$ cat config.mk
export PLATFORM = sky130hd
export DESIGN_NAME = uart_core_param
export DESIGN_NICKNAME = d
export VERILOG_FILES = /design/src/rtl/uart_pkg.sv /design/src/rtl/uart_baud_tick.sv /design/src/rtl/uart_core_param.sv
export SDC_FILE = /design/constraint.sdc
export NUM_CORES = 1
export LEC_CHECK = 0
export BUFFER_PORTS_ARGS = -buffer_cell sky130_fd_sc_hd__buf_2
export CORE_UTILIZATION = 58
export DETAILED_ROUTE_END_ITERATION = 8
export PLACE_DENSITY = 0.87
export SLEW_MARGIN = 20
export SYNTH_ARGS = -nofsm -noshare
export SYNTH_HDL_FRONTEND = slang
export SYNTH_HIERARCHICAL = 1
export SYNTH_SLANG_ARGS = --single-unit
$ cat constraint.sdc
create_clock -name masterClock -period 4.7 [get_ports masterClock]
set_clock_uncertainty 0.15 [all_clocks]
set_input_delay 0.47 -clock masterClock [delete_from_list [all_inputs] [get_ports masterClock]]
set_output_delay 0.47 -clock masterClock [all_outputs]
set_load 0.1 [all_outputs]
$ cat src/rtl/uart_pkg.sv
// Shared constants, state encodings and helpers for the parametrised UART core.
// Both the TX and RX paths derive all bit timing from OVERSAMPLE ticks per bit.
package uart_pkg;

    localparam int PARITY_NONE = 0;
    localparam int PARITY_ODD  = 1;
    localparam int PARITY_EVEN = 2;

    localparam int OVERSAMPLE = 16;
    localparam int MID_SAMPLE = 8;

    typedef enum logic [2:0] {
        TX_IDLE,
        TX_START,
        TX_DATA,
        TX_PARITY,
        TX_STOP
    } txState_t;

    typedef enum logic [2:0] {
        RX_IDLE,
        RX_START,
        RX_DATA,
        RX_PARITY,
        RX_STOP,
        RX_WAITHIGH
    } rxState_t;

    function automatic logic majority3(input logic a, input logic b, input logic c);
        return (a & b) | (a & c) | (b & c);
    endfunction

endpackage

$ cat src/rtl/uart_baud_tick.sv
// Oversample clock-enable generator: one-cycle tick every CLOCK_SCALE masterClock cycles.
// restart forces the count back to zero so the next tick lands a full period later.
module uart_baud_tick #(
    parameter int CLOCK_SCALE = 10
) (
    input  logic masterClock,
    input  logic reset,
    input  logic restart,
    output logic tick
);

    localparam int CW = (CLOCK_SCALE > 2) ? $clog2(CLOCK_SCALE) : 1;
    localparam logic [CW-1:0] LAST_COUNT = CW'(CLOCK_SCALE - 1);

    logic [CW-1:0] count;

    assign tick = (count == LAST_COUNT);

    always_ff @(posedge masterClock or negedge reset) begin
        if (!reset) begin
            count <= '0;
        end else if (restart || tick) begin
            count <= '0;
        end else begin
            count <= count + 1'b1;
        end
    end

endmodule

$ cat src/rtl/uart_core_param.sv
// Single-clock UART with valid/ready transmit, 16x oversampled majority-vote receive,
// and parity/framing/overrun status held alongside the last received word.
//
// TX state  | meaning
// TX_IDLE   | line high, ready for a new word
// TX_START  | driving start bit (0)
// TX_DATA   | shifting data bits out LSB first
// TX_PARITY | driving parity bit
// TX_STOP   | driving STOP_BITS stop bits (1)
//
// RX state    | meaning
// RX_IDLE     | waiting for synced rx low on a tick
// RX_START    | qualifying start bit at mid-bit
// RX_DATA     | sampling data bits
// RX_PARITY   | sampling parity bit
// RX_STOP     | sampling first stop bit, then publishing the word
// RX_WAITHIGH | holding off until the line returns high
module uart_core_param
    import uart_pkg::*;
#(
    parameter int CLOCK_SCALE = 10,
    parameter int DATA_BITS   = 8,
    parameter int PARITY      = 0,
    parameter int STOP_BITS   = 1
) (
    input  logic                 masterClock,
    input  logic                 reset,
    input  logic [DATA_BITS-1:0] txData,
    input  logic                 txValid,
    output logic                 txReady,
    output logic                 txActive,
    output logic                 tx,
    input  logic                 rx,
    output logic [DATA_BITS-1:0] rxData,
    output logic                 rxValid,
    input  logic                 rxAck,
    output logic                 parityError,
    output logic                 framingError,
    output logic                 dataOverrun
);

    localparam logic [2:0] LAST_DATA   = 3'(DATA_BITS - 1);
    localparam logic [2:0] LAST_STOP   = 3'(STOP_BITS - 1);
    localparam logic [3:0] SAMPLE_LAST = 4'(OVERSAMPLE - 1);
    localparam logic [3:0] SAMPLE_A    = 4'(MID_SAMPLE - 1);
    localparam logic [3:0] SAMPLE_B    = 4'(MID_SAMPLE);
    localparam logic [3:0] SAMPLE_VOTE = 4'(MID_SAMPLE + 1);

    // ------------------------------------------------------------------ TX
    txState_t             txState, txStateNext;
    logic [DATA_BITS-1:0] txShift;
    logic                 txParity;
    logic [3:0]           txSample;
    logic [2:0]           txBit;
    logic                 txTick, txBitDone, txLastStop, txAccept;

    uart_baud_tick #(.CLOCK_SCALE(CLOCK_SCALE)) txBaud (
        .masterClock (masterClock),
        .reset       (reset),
        .restart     (txAccept),
        .tick        (txTick)
    );

    assign txBitDone  = txTick && (txSample == SAMPLE_LAST);
    assign txLastStop = (txState == TX_STOP) && txBitDone && (txBit == LAST_STOP);
    // Ready during the final stop-bit cycle lets back-to-back words run with no idle gap.
    assign txReady    = (txState == TX_IDLE) || txLastStop;
    assign txActive   = !txReady;
    assign txAccept   = txValid && txReady;

    always_comb begin
        txStateNext = txState;
        tx          = 1'b1;
        case (txState)
            TX_IDLE: begin
                if (txAccept) txStateNext = TX_START;
            end
            TX_START: begin
                tx = 1'b0;
                if (txBitDone) txStateNext = TX_DATA;
            end
            TX_DATA: begin
                tx = txShift[0];
                if (txBitDone && (txBit == LAST_DATA))
                    txStateNext = (PARITY == PARITY_NONE) ? TX_STOP : TX_PARITY;
            end
            TX_PARITY: begin
                tx = txParity;
                if (txBitDone) txStateNext = TX_STOP;
            end
            TX_STOP: begin
                if (txLastStop) txStateNext = txAccept ? TX_START : TX_IDLE;
            end
            default: txStateNext = TX_IDLE;
        endcase
    end

    always_ff @(posedge masterClock or negedge reset) begin
        if (!reset) begin
            txState  <= TX_IDLE;
            txShift  <= '0;
            txParity <= 1'b0;
            txSample <= '0;
            txBit    <= '0;
        end else begin
            txState <= txStateNext;
            if (txAccept) begin
                txShift  <= txData;
                txParity <= (PARITY == PARITY_ODD) ? ~(^txData) : ^txData;
                txSample <= '0;
                txBit    <= '0;
            end else if (txTick) begin
                txSample <= txSample + 4'd1;
                if (txBitDone) begin
                    if (txState == TX_DATA) txShift <= txShift >> 1;
                    txBit <= (txStateNext == txState) ? txBit + 3'd1 : 3'd0;
                end
            end
        end
    end

    // ------------------------------------------------------------------ RX
    rxState_t             rxState, rxStateNext;
    logic                 rxMeta, rxSync;
    logic [3:0]           rxSample, rxIdx;
    logic                 rxS7, rxS8;
    logic [2:0]           rxBit;
    logic [DATA_BITS-1:0] rxShift;
    logic                 rxParityErr, rxParityExp;
    logic                 rxTick, rxVote, rxVoteNow, rxWordDone;

    // Holding the counter in WAITHIGH re-phases the oversampler to each new frame.
    uart_baud_tick #(.CLOCK_SCALE(CLOCK_SCALE)) rxBaud (
        .masterClock (masterClock),
        .reset       (reset),
        .restart     (rxState == RX_WAITHIGH),
        .tick        (rxTick)
    );

    assign rxIdx       = rxSample + 4'd1;
    assign rxVoteNow   = rxTick && (rxIdx == SAMPLE_VOTE);
    assign rxVote      = majority3(rxS7, rxS8, rxSync);
    assign rxWordDone  = (rxState == RX_STOP) && rxVoteNow;
    assign rxParityExp = (PARITY == PARITY_ODD) ? ~(^rxShift) : ^rxShift;

    always_comb begin
        rxStateNext = rxState;
        case (rxState)
            RX_IDLE: begin
                if (rxTick && !rxSync) rxStateNext = RX_START;
            end
            RX_START: begin
                if (rxVoteNow) rxStateNext = rxVote ? RX_IDLE : RX_DATA;
            end
            RX_DATA: begin
                if (rxVoteNow && (rxBit == LAST_DATA))
                    rxStateNext = (PARITY == PARITY_NONE) ? RX_STOP : RX_PARITY;
            end
            RX_PARITY: begin
                if (rxVoteNow) rxStateNext = RX_STOP;
            end
            RX_STOP: begin
                if (rxVoteNow) rxStateNext = RX_WAITHIGH;
            end
            RX_WAITHIGH: begin
                if (rxSync) rxStateNext = RX_IDLE;
            end
            default: rxStateNext = RX_WAITHIGH;
        endcase
    end

    always_ff @(posedge masterClock or negedge reset) begin
        if (!reset) begin
            rxMeta       <= 1'b0;
            rxSync       <= 1'b0;
            rxState      <= RX_WAITHIGH;
            rxSample     <= '0;
            rxS7         <= 1'b0;
            rxS8         <= 1'b0;
            rxBit        <= '0;
            rxShift      <= '0;
            rxParityErr  <= 1'b0;
            rxData       <= '0;
            rxValid      <= 1'b0;
            parityError  <= 1'b0;
            framingError <= 1'b0;
            dataOverrun  <= 1'b0;
        end else begin
            rxMeta  <= rx;
            rxSync  <= rxMeta;
            rxState <= rxStateNext;

            if ((rxState == RX_IDLE) || (rxState == RX_WAITHIGH)) begin
                rxSample <= '0;
            end else if (rxTick) begin
                rxSample <= rxIdx;
                if (rxIdx == SAMPLE_A) rxS7 <= rxSync;
                if (rxIdx == SAMPLE_B) rxS8 <= rxSync;
            end

            if (rxState == RX_START) begin
                rxBit       <= '0;
                rxParityErr <= 1'b0;
            end
            if (rxVoteNow && (rxState == RX_DATA)) begin
                rxShift <= {rxVote, rxShift[DATA_BITS-1:1]};
                rxBit   <= rxBit + 3'd1;
            end
            if (rxVoteNow && (rxState == RX_PARITY)) begin
                rxParityErr <= (rxVote != rxParityExp);
            end

            // A word landing in the same cycle as rxAck takes precedence over the clear.
            if (rxWordDone) begin
                rxData       <= rxShift;
                rxValid      <= 1'b1;
                parityError  <= rxParityErr;
                framingError <= !rxVote;
                dataOverrun  <= rxValid && !rxAck;
            end else if (rxAck) begin
                rxValid      <= 1'b0;
                parityError  <= 1'b0;
                framingError <= 1'b0;
                dataOverrun  <= 1'b0;
            end
        end
    end

endmodule

# Word level (Yosys, flattened, before mapping)
# Cells that the tools add are included.
# classes
n_addsub,6
n_eq_ne,25
n_mux,39
n_bitwise,6
reduce_logical,37
# op_table
op,count
3-bit 2-to-1 mux,17
8-bit 2-to-1 mux,4
4-bit 2-to-1 mux,6
"4-bit equality test, second input constant",5
3-bit one-hot mux with 6 select lines,1
"4-bit by 1-bit adder with 4-bit output, second input constant",4
8-bit parity,2
"3-bit equality test, second input constant",5
3-bit one-hot mux with 5 select lines,1
2-bit nonzero test,7
"3-bit by 2-bit equality test with 1-bit output, second input constant",4
1-bit logical AND,12
"2-bit != test, second input constant",6
3-bit zero test,3
3-bit AND reduction,3
1-bit 2-to-1 mux,8
"3-bit by 1-bit adder with 3-bit output, second input constant",2
"3-bit by 1-bit equality test with 1-bit output, second input constant",2
6-bit AND reduction,1
"4-bit by 3-bit equality test with 1-bit output, second input constant",1
1-bit zero test,4
1-bit logical OR,4
1-bit AND,3
3-bit equality test,1
other kinds (6),7
# word_totals
reg_bits,62

# Logic depth before layout (Yosys ltp)
# depth
ltp_word,14
depth_mapped,11
depth_no_buf,9

# Cells and area by module
# The synthesis kept the hierarchy.
# by_module_without_submodules
module,instances,cells_per_inst,area_each_um2,seq_area_each_um2
uart_core_param,1,263,2761.4,1353.8
uart_baud_tick,2,20,203.9,100.1

# Worst setup path after synthesis
# No wires, ideal clock.
# synth_path
kind,register to output
startpoint,register txBaud.count[1]
endpoint,output port txActive
arrival_time_ps,2843
required_ps,4080
setup_slack_ps,1237
stages_incl_launch_ff,10
path_buffers,0
path_cell_list,dfrtp_1 -> inv_1 -> ha_1 -> nand2_1 -> nor2_1 -> and4_1 -> nand2_1 -> nand2_1 -> and2_1 -> inv_1
# synth_via
elab_chain_cells,6
# synth_lines
element,line_no,rtl
"start, declared",uart_baud_tick.sv:15,logic [CW-1:0] count;
"start signal, assigned",uart_baud_tick.sv:25,count <= count + 1'b1;
4-bit equality test,uart_baud_tick.sv:17,assign tick = (count == LAST_COUNT);
named net txTick,uart_core_param.sv:55,"logic txTick, txBitDone, txLastStop, txAccept;"
1-bit logical AND,uart_core_param.sv:64,assign txBitDone = txTick && (txSample == SAMPLE_LAST);
1-bit logical AND (2 in a row),uart_core_param.sv:65,assign txLastStop = (txState == TX_STOP) && txBitDone && (txBit == LAST_STOP);
1-bit logical OR,uart_core_param.sv:67,assign txReady = (txState == TX_IDLE) || txLastStop;
named net txReady,uart_core_param.sv:30,"output logic txReady,"
1-bit zero test,uart_core_param.sv:68,assign txActive = !txReady;
"end, declared",uart_core_param.sv:31,"output logic txActive,"
# The timed path passes the listed nets, and every way through them passes these cells.

# Worst setup path after layout
# layout_path
startpoint,register txBaud.count[1]
endpoint,output port txReady
# layout_via
elab_chain_cells,5
# layout_lines
element,line_no
4-bit equality test,uart_baud_tick.sv:17
named net txTick,uart_core_param.sv:55
1-bit logical AND,uart_core_param.sv:64
1-bit logical AND (2 in a row),uart_core_param.sv:65
1-bit logical OR,uart_core_param.sv:67
"end, declared",uart_core_param.sv:30
# The timed path passes the listed nets, and every way through them passes these cells.

==> summary.md <==
| Metric | Value |
|---|---|
| CP required | `4.08 ns` |
| Clk_lat worst skew | `0.35 ns` |
| Sequential area share after synthesis | `49.0%` |
| Post-DR vias/cell | `5.57` |
| Synth top area cells | `dfrtp_1 (47%), mux2_2 (5.7%), ha_1 (5.5%)` |
| Worst path cell trace | `inv_1 -> ha_1 -> nand2_1 -> nor2_1 -> and4_1 -> nand2_1 -> nand2_1 -> and2_1 -> buf_2` |
| Pleak | `1.74 nW` |
| Yosys warns | `6` |
| Synth unique cells | `50` |
| Max frequency | `0.319 GHz` |
| FF-to-FF Start | `rxBaud/count[1]$_DFF_PN0_` |
| Reg clk slew, reported paths | `0.06 ns` |
| Hpwl dp | `3.56 mm` |
| RSZ-0062 raised after global routing | `false` |
| Outcome | `completed` |
| Crit path top cell by count | `nand2_1` |
| DRT iter0 DRCs | `177` |
| Total power | `1.26 mW` |
| Fillers | `378` |
| Starting Density | `61.3%` |
| DRT Pass-1 Iters | `4` |
| Die area | `5760 um2` |
| Port-buffer cells | `27` |
| Nets | `359` |
| Vias after detailed routing | `2267` |
| Syn Inst Count | `303` |
| Overflow after GRT | `0` |
| Clock Sinks | `62` |
| Post-Syn Nets | `330` |
| Worst R2R Path Depth | `9` |
| CTS Buffer Depth | `2` |
| Die H | `75.9 um` |
| Post-synthesis async set-or-reset flop share | `100%` |
| Setup_tns | `0 ns` |
| Most numerous cell in the Yosys netlist | `dfrtp_1` |
| WP data arrival | `2.51 ns` |
| Crit-path slowest cell | `buf_2` |
| Slew margin rel. | `50.6%` |
| # setup viols final | `0` |
| CP Launch Type | `register` |
| Largest net degree at the start of global routing | `63` |
| Core region area | `5170 um2` |
| Initial antenna violation count | `0` |
| Hold_sp | `rx` |
| Antenna viol nets, final | `0` |
| Synth Flop Type | `dfrtp_1` |
| CTS Buf Count | `9` |
| Syn Area/Cell | `10.5 um2` |
| Layout overhead on the synthesized area | `12.1%` |
| CP Class | `reg2out` |
| Crit. End Element | `output pin` |
| Final critical-path share of the clock period | `66.7%` |
| Critical register-to-register path endpoint | `rxShift[4]$_DFFE_PN0P_` |
| Slew @ Worst Pin | `0.741 ns` |
| Worst Hold Class | `in2reg` |
| Crit path time final | `3.13 ns` |
| Hold EP | `rxMeta$_DFF_PN0_` |
| Die span in x | `75.9 um` |
| # Max-Cap Violations | `0` |
| Final worst slack | `1.57 ns` |
| CP peak stage delay | `0.42 ns` |
| Global-route wire length before repair | `9.13 mm` |
| # resized after CTS | `0` |
| Pwr dens | `354 nW/um2` |
| TritonCTS clock tree | `built` |
| Storage cell area | `1550 um2` |
| Worst Hold Depth | `1` |
| Leading area contributor after synthesis | `dfrtp_1` |
| Peak VDD IR | `0.257 mV` |
| Antenna Diode Count | `0` |
| CP max FO | `6` |
| Post-Place Worst Slack | `2.00 ns` |
| Worst hold slack | `0.0905 ns` |
| Postcts setup bufs | `0` |
| Drt drc | `0` |
| CTS root buffer | `clkbuf_8` |
| GP Congestion | `0.796` |
| H-tree depth | `3` |
| Synthesized cell area | `3170 um2` |
| Total wire length | `5.25 mm` |
| # hold bufs at CTS | `0` |
| FP Rows | `26` |
| Share of the synthesized area in the top cell type | `47.4%` |
| Vias in the first global route | `2045` |
| Slew Limit Fails | `0` |
| Post-synth EDFFs | `0` |
| GRT Total Usage | `20.3%` |
| #FFs+latches synth | `62` |
| Endpoints failing hold | `0` |
| Layout cell share with drive strength beyond 1 | `20.8%` |
| Post-synth top cells | `dfrtp_1 (60), nand2_1 (29), nor2_1 (29), o21ai_0 (24), xnor2_1 (18)` |
| Drt wl/cell | `12.9 um` |
| Footprint of the multi-input gates | `1510 um2` |
| IO Count | `28` |
| R2R Setup Slk | `2.08 ns` |
==> critical path, delay by kind of cell, from the launching register on <==
kind	cells	cell delay [ns]
flip-flops	1	0.41
buffers and inverters	2	0.49
AND/OR/NAND/NOR	6	1.13
adder cells (fa/ha/maj)	1	0.15
==> how the worst max path moves through the flow <==
| stage | start | depth (start not counted) | slack (ns) | to |
|---|---|---|---|---|
| after floorplan | txBaud/count[1]$_DFF_PN0_ | 9 | 1.24 | txActive |
| after global placement | txBaud/count[1]$_DFF_PN0_ | 9 | 2.06 | txReady |
| after detailed placement | txBaud/count[1]$_DFF_PN0_ | 9 | 2.00 | txReady |
| after CTS | txBaud/count[1]$_DFF_PN0_ | 9 | 1.59 | txReady |
| after global routing | txBaud/count[1]$_DFF_PN0_ | 9 | 1.35 | txReady |
| final | txBaud/count[1]$_DFF_PN0_ | 9 | 1.57 | txReady |
==> layer usage <==
metal / wire length, um / part of all wire (%) / GRT usage, %
met5: 0 / 0 / 0
met4: 78 / 1.5 / 9.81
met3: 242 / 4.6 / 6.02
met2: 2550 / 49 / 31.9
met1: 2370 / 45 / 25.7
==> registers in the layout, summed over array words and instances (netlist names), 3 cells and up <==
name          count
rxData            8
rxShift           8
txShift           8
rxBaud/count      4
rxSample          4
txBaud/count      4
txSample          4
rxBit             3
rxState           3
txBit             3
txState           3
==> area by class of cell <==
type | count | share of cell area, %
multi-input combinational | 216 | 42.5
inverter | 14 | 1.48
clock buffer | 11 | 3.98
timing repair buffer | 29 | 4.23
tap | 70 | 2.46
clock inverter | 5 | 1.65
sequential | 62 | 43.7
==> power breakdown <==
part,internal [mW],switching (mW)
Combinational,0.0672,0.0896
Clock,0.259,0.207
Sequential,0.590,0.0463
Total,0.916,0.343
==> cell usage in the layout (no fill, tap or decap), types with 2 or more instances in the layout <==
cell type / instances
a21boi_0: 2
a21oi_1: 9
a22o_1: 2
a31oi_1: 3
buf_2: 27
buf_4: 2
clkbuf_8: 10
clkinvlp_4: 2
dfrtp_1: 60
dfstp_2: 2
ha_1: 14
inv_1: 14
mux2_2: 16
mux2i_1: 10
nand2_1: 29
nand2b_1: 2
nand3_1: 6
nand3b_1: 5
nand4_1: 4
nand4b_1: 2
nor2_1: 29
nor2b_1: 2
o211ai_1: 2
o21ai_0: 24
o21bai_1: 2
o221ai_1: 2
o22a_1: 2
o31ai_1: 2
or2b_1: 2
or3b_1: 2
xnor2_1: 18
xor2_1: 6
==> cells by family after synthesis <==
family / Yosys count / share of synthesized area (%)
multiplexers: 26 / 8.84
adder cells (fa/ha/maj): 15 / 5.84
XOR/XNOR: 24 / 6.63
buffers and inverters: 25 / 3.36
flip-flops: 62 / 49.0
AO/OA/AOI/OAI: 58 / 11.8
AND/OR/NAND/NOR: 93 / 14.5
==> per-stage QoR <==
step                std cells  cell area (um2)  util (%)
finish                    407             3550      68.7
global route              407             3550      68.7
CTS                       407             3550      68.7
detailed placement        391             3350      64.8
global placement          391             3350      64.8
floorplan                 303             3170         -
(Power assumes the default switching activity.)
